**config.mk**
```make
export PLATFORM = sky130hd
export DESIGN_NAME = fetch_sequencer
export DESIGN_NICKNAME = d
export VERILOG_FILES = /design/src/rtl/fetch_sequencer.sv
export SDC_FILE = /design/constraint.sdc
export NUM_CORES = 1
export LEC_CHECK = 0
export CORE_MARGIN = 4
export CORE_UTILIZATION = 45
export DETAILED_ROUTE_END_ITERATION = 12
export MAX_ROUTING_LAYER = met4
export PLACE_DENSITY = 0.7
export SYNTH_ARGS = -nofsm -noshare
export SYNTH_HDL_FRONTEND = slang
export SYNTH_SLANG_ARGS = --single-unit
```
**constraint.sdc**
```tcl
create_clock -name clk -period 3.2 [get_ports clk]
set_input_delay 0.64 -clock clk [delete_from_list [all_inputs] [get_ports clk]]
set_output_delay 0.64 -clock clk [all_outputs]
set_load 0.03 [all_outputs]
```
**src/rtl/fetch_sequencer.sv**
```systemverilog
// Fetch-stage controller: owns the PC, issues req/ack instruction fetches and
// drives the IF/ID payload, with one-entry stall buffering and redirect draining.
module fetch_sequencer #(
  parameter int unsigned              ADDR_W   = 8,
  parameter int unsigned              INSTR_W  = 16,
  parameter logic [ADDR_W-1:0]        RESET_PC = 8'h00,
  parameter int unsigned              PC_STEP  = 1
) (
  input  logic               clk,
  input  logic               reset,
  input  logic               stall,
  input  logic               redirect,
  input  logic [ADDR_W-1:0]  redirect_addr,
  output logic               imem_req,
  output logic [ADDR_W-1:0]  imem_addr,
  input  logic               imem_ack,
  input  logic [INSTR_W-1:0] imem_rdata,
  output logic               ifid_valid,
  output logic [ADDR_W-1:0]  ifid_pc,
  output logic [ADDR_W-1:0]  ifid_next_pc,
  output logic [INSTR_W-1:0] ifid_instr
);

  localparam logic [ADDR_W-1:0] STEP = ADDR_W'(PC_STEP);

  typedef enum logic [1:0] {
    FETCH,
    HOLD,
    DRAIN
  } state_t;

  state_t             state;
  logic [ADDR_W-1:0]  pc;
  logic [ADDR_W-1:0]  pc_inc;
  logic [INSTR_W-1:0] buf_instr;
  logic               ack_v;

  assign pc_inc = pc + STEP;
  // An ack only counts while a request is actually outstanding.
  assign ack_v  = imem_ack & imem_req;

  always_ff @(posedge clk) begin
    if (reset) begin
      state        <= FETCH;
      pc           <= RESET_PC;
      imem_req     <= 1'b0;
      imem_addr    <= RESET_PC;
      ifid_valid   <= 1'b0;
      ifid_pc      <= '0;
      ifid_next_pc <= '0;
      ifid_instr   <= '0;
      buf_instr    <= '0;
    end else begin
      // Decode consumes the payload whenever it is not stalled.
      if (!stall) ifid_valid <= 1'b0;
      case (state)
        FETCH: begin
          if (redirect) begin
            pc         <= redirect_addr;
            ifid_valid <= 1'b0;
            // An unacked outstanding request must be drained at its old address.
            if (ack_v || !imem_req) begin
              imem_req  <= 1'b1;
              imem_addr <= redirect_addr;
            end else begin
              state <= DRAIN;
            end
          end else if (ack_v) begin
            if (stall) begin
              buf_instr <= imem_rdata;
              imem_req  <= 1'b0;
              state     <= HOLD;
            end else begin
              ifid_valid   <= 1'b1;
              ifid_pc      <= pc;
              ifid_next_pc <= pc_inc;
              ifid_instr   <= imem_rdata;
              pc           <= pc_inc;
              imem_addr    <= pc_inc;
            end
          end else begin
            imem_req  <= 1'b1;
            imem_addr <= pc;
          end
        end
        HOLD: begin
          if (redirect) begin
            pc         <= redirect_addr;
            ifid_valid <= 1'b0;
            imem_req   <= 1'b1;
            imem_addr  <= redirect_addr;
            state      <= FETCH;
          end else if (!stall) begin
            ifid_valid   <= 1'b1;
            ifid_pc      <= pc;
            ifid_next_pc <= pc_inc;
            ifid_instr   <= buf_instr;
            pc           <= pc_inc;
            imem_req     <= 1'b1;
            imem_addr    <= pc_inc;
            state        <= FETCH;
          end
        end
        DRAIN: begin
          if (redirect) begin
            pc         <= redirect_addr;
            ifid_valid <= 1'b0;
          end
          if (ack_v) begin
            imem_req  <= 1'b1;
            imem_addr <= redirect ? redirect_addr : pc;
            state     <= FETCH;
          end
        end
        default: begin
          state    <= FETCH;
          imem_req <= 1'b0;
        end
      endcase
    end
  end

endmodule
```
==> impl_metrics.py, run 1 <==
metrics = {
    "placed_design": {
        "gp_congestion": 0.969,
        "port_buffers": 70,
        "hpwl_um": 7050,
    },
    "yosys": {
        "ys_warn_count": 0,
        "synth_ff_type": "dfxtp_1",
        "synth_area_um2": 3730,
        "ys_ff_latch": 68,
        "netlist_instances": 462,
        "seq_area_frac_synth_pct": 36.5,
        "synth-edff-count": 0,
        "async_flop_share_pct": 0,
        "syn_nets": 496,
        "avgSynthCellArea_um2": 8.08,
        "yosysUniqueCellTypes": 57,
    },
    "pwr": {
        "power_leakage_nw": 1.53,
        "intPower_mw": 1.87,
        "ir_drop_uv": 291,
        "p_sw_share_pct": 41.1,
        "p_seq_share_pct": 34.3,
        "clkPwrFrac_pct": 22.1,
        "power.share.combinational_pct": 43.6,
        "p_switching_mw": 1.31,
        "pwr_density_cell_nw_per_um2": 687,
    },
    "final_layout": {
        "finalNetCount": 546,
        "final_cell_mix": "nand2_1, clkdlybuf4s50_1, dfxtp_1",
        "nFillCells": 716,
        "layout_commonest_cell": "nand2_1",
        "syn_to_final_growth_pct": 23.7,
        "drive_gt1_share_pct": 9.48,
        "antenna_cells": 0,
    },
    "route": {
        "route.met3.wl_um": 719,
        "wirelength_um": 10500,
        "wl_per_cell_um": 16.9,
        "ant_nets": 0,
        "dr_wl_met2_um": 4880,
        "met1_length_um": 4650,
        "vias": 3557,
        "highest_layer": "met4",
        "vias_per_cell": 5.75,
        "first_pass_iters": 6,
        "drt_iter0_drc": 238,
        "drc": 0,
    },
    "flow_run": {
        "drv_cap": 0,
    },
    "clock_network": {
        "root_buffer": "clkbuf_8",
        "holdBufCountCts": 0,
        "cts-resized-gates": 0,
        "path_clk_slew_ns": 0.08,
        "numClockSinks": 68,
        "numCtsBuffers": 9,
        "clk_latency_ns": 0.34,
        "post_cts_buffers": 0,
        "htree_levels": 3,
        "tritoncts": "done",
        "clockBufferDepth": 2,
    },
    "worst_setup_path": {
        "endpoint_kind": "register",
        "start_kind": "register",
        "cp_slowest_cell": "ha_1",
        "slowest_delay_ns": 0.71,
        "crit_fanout": 19,
        "crit_chain": "inv_1 -> ha_1 -> nand2b_1 -> a21oi_1 -> nor2_1 -> o21ai_0 -> a21oi_1",
        "cp.arrival_ns": 2.70,
        "ff2ff_setup_slack_ns": 0.77,
        "r2r_start": "state[0]$_SDFFE_PP0P_",
        "cp_common_cell": "a21oi_1",
        "worstSetupPathType": "reg -> reg",
        "crit_required_ns": 3.47,
        "worstRegToRegCells": 7,
        "crit_path_start": "state[0]$_SDFFE_PP0P_",
        "crit_end": "pc[2]$_SDFFE_PP0P_",
        "r2r_end": "pc[2]$_SDFFE_PP0P_",
    },
    "die": {
        "fp.coreArea_um2": 7890,
        "initial_utilization_pct": 47.3,
        "die-area_um2": 9810,
        "fp.dieW_um": 99.1,
        "boundaryPins": 71,
        "fp-row-count": 32,
        "fp.dieH_um": 99.1,
    },
    "global_routing": {
        "grt_max_degree": 41,
        "antenna_found_initial": 0,
        "grt_pass1_wl_um": 16800,
        "grt_pass1_vias": 3360,
        "grt_usage_pct": 21.7,
        "grt-ovfl-total": 0,
    },
    "timing": {
        "worstMarginPinSlew_ns": 0.843,
        "min_period_over_period_pct": 75.9,
        "post-route-min-period_ns": 2.43,
        "hold_viol_final": 0,
        "skew_ns": 0.0102,
        "finalSetupViolCount": 0,
        "rsz0062_at_grt": "false",
        "slew_headroom_pct": 43.8,
        "fin_hold_ws_ns": 0.461,
        "drv_slew": 0,
        "fmax_mhz": 412,
        "tns_ns": 0,
    },
    "status": {
        "outcome": "finished clean",
    },
    "worst_hold_path": {
        "hp-class": "reg -> reg",
    },
}
-- logic make-up after synthesis --
kind of cell    Yosys count  share of synthesized area [%]
mux                      32                           8.65
flops                    68                           36.5
simple gates            169                           20.7
fa+ha+maj                 5                           1.68
compound gates          136                           25.1
buf+inv                  47                           6.20
xor+xnor                  5                           1.17
-- how the worst min path moves through the flow --
| stage | from | endpoint | depth (start not counted) |
|---|---|---|---|
| 6_report | buf_instr[9]$_SDFFE_PP0P_ | buf_instr[9]$_SDFFE_PP0P_ | 2 |
| 5_1_grt | buf_instr[1]$_SDFFE_PP0P_ | buf_instr[1]$_SDFFE_PP0P_ | 2 |
| 4_1_cts | buf_instr[9]$_SDFFE_PP0P_ | buf_instr[9]$_SDFFE_PP0P_ | 2 |
| 3_5_place_dp | buf_instr[9]$_SDFFE_PP0P_ | buf_instr[9]$_SDFFE_PP0P_ | 2 |
| 3_3_place_gp | buf_instr[7]$_SDFFE_PP0P_ | buf_instr[7]$_SDFFE_PP0P_ | 2 |
| 2_1_floorplan | buf_instr[0]$_SDFFE_PP0P_ | buf_instr[0]$_SDFFE_PP0P_ | 2 |
-- metal layers --
layer | vias up | track usage [%]
met5 | - | -
met1 | 1659 | 29.5
met4 | 0 | 6.83
li1 | 1738 | -
met2 | 141 | 32.6
met3 | 19 | 4.25
-- synth_stat cells, types with 8 or more instances --
| master | count | area (um2) |
|---|---|---|
| a211oi_1 | 13 | 97.6 |
| o21ai_0 | 25 | 125 |
| clkbuf_1 | 12 | 45.0 |
| inv_1 | 8 | 30.0 |
| buf_2 | 20 | 100 |
| nand3_1 | 12 | 60.1 |
| a211oi_2 | 10 | 125 |
| dfxtp_1 | 68 | 1360 |
| nand2_1 | 70 | 263 |
| mux2i_1 | 30 | 300 |
| a21oi_1 | 48 | 240 |
| nor2_1 | 50 | 188 |
-- final cells by class --
type	count	area, um2	share of cell area [%]
timing repair buffer	78	768	16.6
sequential	68	1360	29.5
clock inverter	6	63.8	1.38
clock buffer	10	128	2.76
multi-input combinational	347	2140	46.3
tap	102	128	2.76
inverter	8	30.0	0.650
-- worst max-delay path: cells and delay by family, from the launching register on --
family                   cells  cell delay [ns]
AO/OA/AOI/OAI                3             0.45
buffers and inverters        1             0.09
AND/OR/NAND/NOR              2             0.76
flip-flops                   1             0.35
adder cells (fa/ha/maj)      1             0.71
-- sequential cells by signal, summed over array words and instances, names as in the netlist --
| register | flops |
|---|---|
| buf_instr | 16 |
| ifid_next_pc | 8 |
| imem_req | 1 |
| pc | 8 |
| state | 2 |
| ifid_pc | 8 |
| ifid_valid | 1 |
| ifid_instr | 16 |
| imem_addr | 8 |
-- power by group through the flow --
| stage | Sequential (mW) | Clock [mW] | Combinational (mW) |
|---|---|---|---|
| global placement | 1.10 | 0 | 1.34 |
| floorplan | 1.22 | 0 | 0.837 |
| detailed placement | 1.11 | 0 | 1.36 |
| global route | 1.11 | 0.753 | 1.49 |
| finish | 1.09 | 0.702 | 1.38 |
| CTS | 1.09 | 0.720 | 1.37 |
-- metrics by stage --
stage / util [%] / power, mW / std cells / setup WS, ns / cell area [um2]
2_1_floorplan: - / 2.06 / 462 / 1.41 / 3730
6_report: 58.6 / 3.17 / 619 / 0.771 / 4620
5_1_grt: 58.6 / 3.36 / 619 / 0.658 / 4620
4_1_cts: 58.6 / 3.18 / 619 / 0.811 / 4620
3_3_place_gp: 56.1 / 2.45 / 603 / 0.545 / 4430
3_5_place_dp: 56.1 / 2.47 / 603 / 0.520 / 4430
Power figures use the tool's default switching activity.
==> run 2, diff against run 1 <==
==> constraint.sdc (replaced) <==
create_clock -name clk -period 2.37 [get_ports clk]
set_input_delay 0.474 -clock clk [delete_from_list [all_inputs] [get_ports clk]]
set_output_delay 0.474 -clock clk [all_outputs]
set_load 0.03 [all_outputs]
==> run 2 against run 1 <==
  * Count of clock-buffer cells in the layout down 1
  * Sequential share of layout area down 1.1 points
  * Via count up 3.3%
  * Largest cell class unchanged
==> impl_metrics.py, run 2 (synthesis results as in run 1) <==
metrics = {
    "worst_setup_path": {
        "endpoint_kind": "output port",
        "crit_chain": "clkdlybuf4s50_1",
        "start_kind": "register",
        "cp_slowest_cell": "clkdlybuf4s50_1",
        "crit_required_ns": 1.90,
        "cp.arrival_ns": 1.63,
        "worstSetupPathType": "reg -> out",
        "slowest_delay_ns": 0.74,
        "crit_fanout": 9,
        "critPathTopFamily": "buffers and inverters",
        "path_buf_inv": 1,
    },
    "timing": {
        "tns_ns": 0,
        "min_period_over_period_pct": 88.6,
        "worstMarginPinSlew_ns": 0.576,
        "fmax_mhz": 476,
        "rsz0062_at_grt": "false",
        "hold_viol_final": 0,
        "post-route-min-period_ns": 2.10,
        "drv_slew": 0,
        "slew_headroom_pct": 61.6,
        "skew_ns": 0.0109,
        "finalSetupViolCount": 0,
    },
    "placed_design": {
        "hpwl_um": 7570,
        "port_buffers": 70,
        "placed_area_um2": 4590,
        "gp_congestion": 0.935,
    },
    "global_routing": {
        "grt_pass1_wl_um": 18200,
        "grt_usage_pct": 23.4,
        "grt_pass1_vias": 3608,
        "grt_max_degree": 51,
        "antenna_found_initial": 0,
        "grt-ovfl-total": 0,
    },
    "die": {
        "fp-row-count": 32,
        "die-area_um2": 9810,
        "initial_utilization_pct": 47.3,
        "fp.dieW_um": 99.1,
        "boundaryPins": 71,
        "fp.coreArea_um2": 7890,
        "fp.dieH_um": 99.1,
    },
    "status": {
        "outcome": "finished clean",
    },
    "clock_network": {
        "tritoncts": "done",
        "numCtsBuffers": 9,
        "numClockSinks": 68,
        "clk_latency_ns": 0.35,
        "root_buffer": "clkbuf_8",
        "path_clk_slew_ns": 0.08,
        "clockBufferDepth": 2,
        "htree_levels": 3,
        "holdBufCountCts": 0,
    },
    "final_layout": {
        "biggestRegsByFlops": "buf_instr (16), ifid_instr (16)",
        "layout_commonest_cell": "nand2_1",
        "antenna_cells": 0,
        "drive_gt1_share_pct": 12.7,
        "finalNetCount": 564,
        "design_area_um2": 4800,
        "syn_to_final_growth_pct": 28.7,
        "final_cell_mix": "nand2_1, clkdlybuf4s50_1, dfxtp_1",
    },
    "pwr": {
        "pwr_density_cell_nw_per_um2": 946,
        "ir_drop_uv": 439,
        "power_leakage_nw": 1.64,
    },
    "route": {
        "wirelength_um": 11000,
        "drc": 0,
        "first_pass_iters": 5,
        "vias": 3673,
        "wl_per_cell_um": 17.3,
        "drt_iter0_drc": 263,
        "ant_nets": 0,
        "vias_per_cell": 5.78,
    },
    "worst_hold_path": {
        "hp-class": "reg -> reg",
    },
    "flow_run": {
        "drv_cap": 0,
    },
}
==> run 2: final cells by class <==
cell class,instances,area [um2]
fillers,720,3090
multi-input cells,347,2140
flip-flops and latches,68,1360
repair buffers,96,928
well taps,102,128
clock buffers,9,124
clock inverters,6,88.8
inverters,8,30.0
==> run 2: per-layer routing <==
layer | global-route usage [%] | wire [um]
met1 | 30.9 | 4780
met2 | 36.8 | 5210
met3 | 3.04 | 876
met4 | 8.19 | 160
met5 | - | 0
==> run 2: report_power, final <==
group | total [mW] | switching, mW | internal [mW]
sequential | 1.46 | 0.156 | 1.30
combinational | 2.01 | 1.19 | 0.823
clock | 1.08 | 0.488 | 0.589
total | 4.54 | 1.83 | 2.71
==> run 2: what timing repair did <==
item,CTS,global route
resized for setup,0,1
setup buffers,0,0
endpoints found under the setup margin,0,1
==> run 2: final timing paths <==
check                                  from                         to  slack, ns  cells past startpoint
hold reg to reg   buf_instr[1]$_SDFFE_PP0P_  buf_instr[1]$_SDFFE_PP0P_       0.46                      2
setup / recovery      imem_req$_SDFFE_PP0P_                   imem_req       0.27                      1
hold / removal    buf_instr[1]$_SDFFE_PP0P_  buf_instr[1]$_SDFFE_PP0P_       0.46                      2
setup reg to reg      state[0]$_SDFFE_PP0P_  imem_addr[4]$_SDFFE_PP0P_       0.30                      7
==> run 2: through the flow <==
step	power, mW	std cells	hold WS (ns)	util [%]	setup slack, ns
after CTS	4.53	636	0.458	60.9	0.214
after detailed placement	3.45	621	0.446	58.2	0.0646
after global placement	3.42	621	0.441	58.2	0.0971
final	4.54	636	0.458	60.9	0.269
after floorplan	2.78	462	0.436	-	0.655
after global routing	4.79	636	0.473	60.9	0.0739
==> run 3, diff against run 2 <==
--- a/config.mk
+++ b/config.mk
@@ -7,6 +7,7 @@
 export LEC_CHECK = 0
 export CORE_MARGIN = 4
 export CORE_UTILIZATION = 45
+export CTS_BUF_LIST = sky130_fd_sc_hd__clkbuf_4 sky130_fd_sc_hd__clkbuf_8
 export DETAILED_ROUTE_END_ITERATION = 12
 export MAX_ROUTING_LAYER = met4
 export PLACE_DENSITY = 0.7
==> results of run 3 <==
Same layout as run 2: the final DEF is identical, and so are final timing and power.
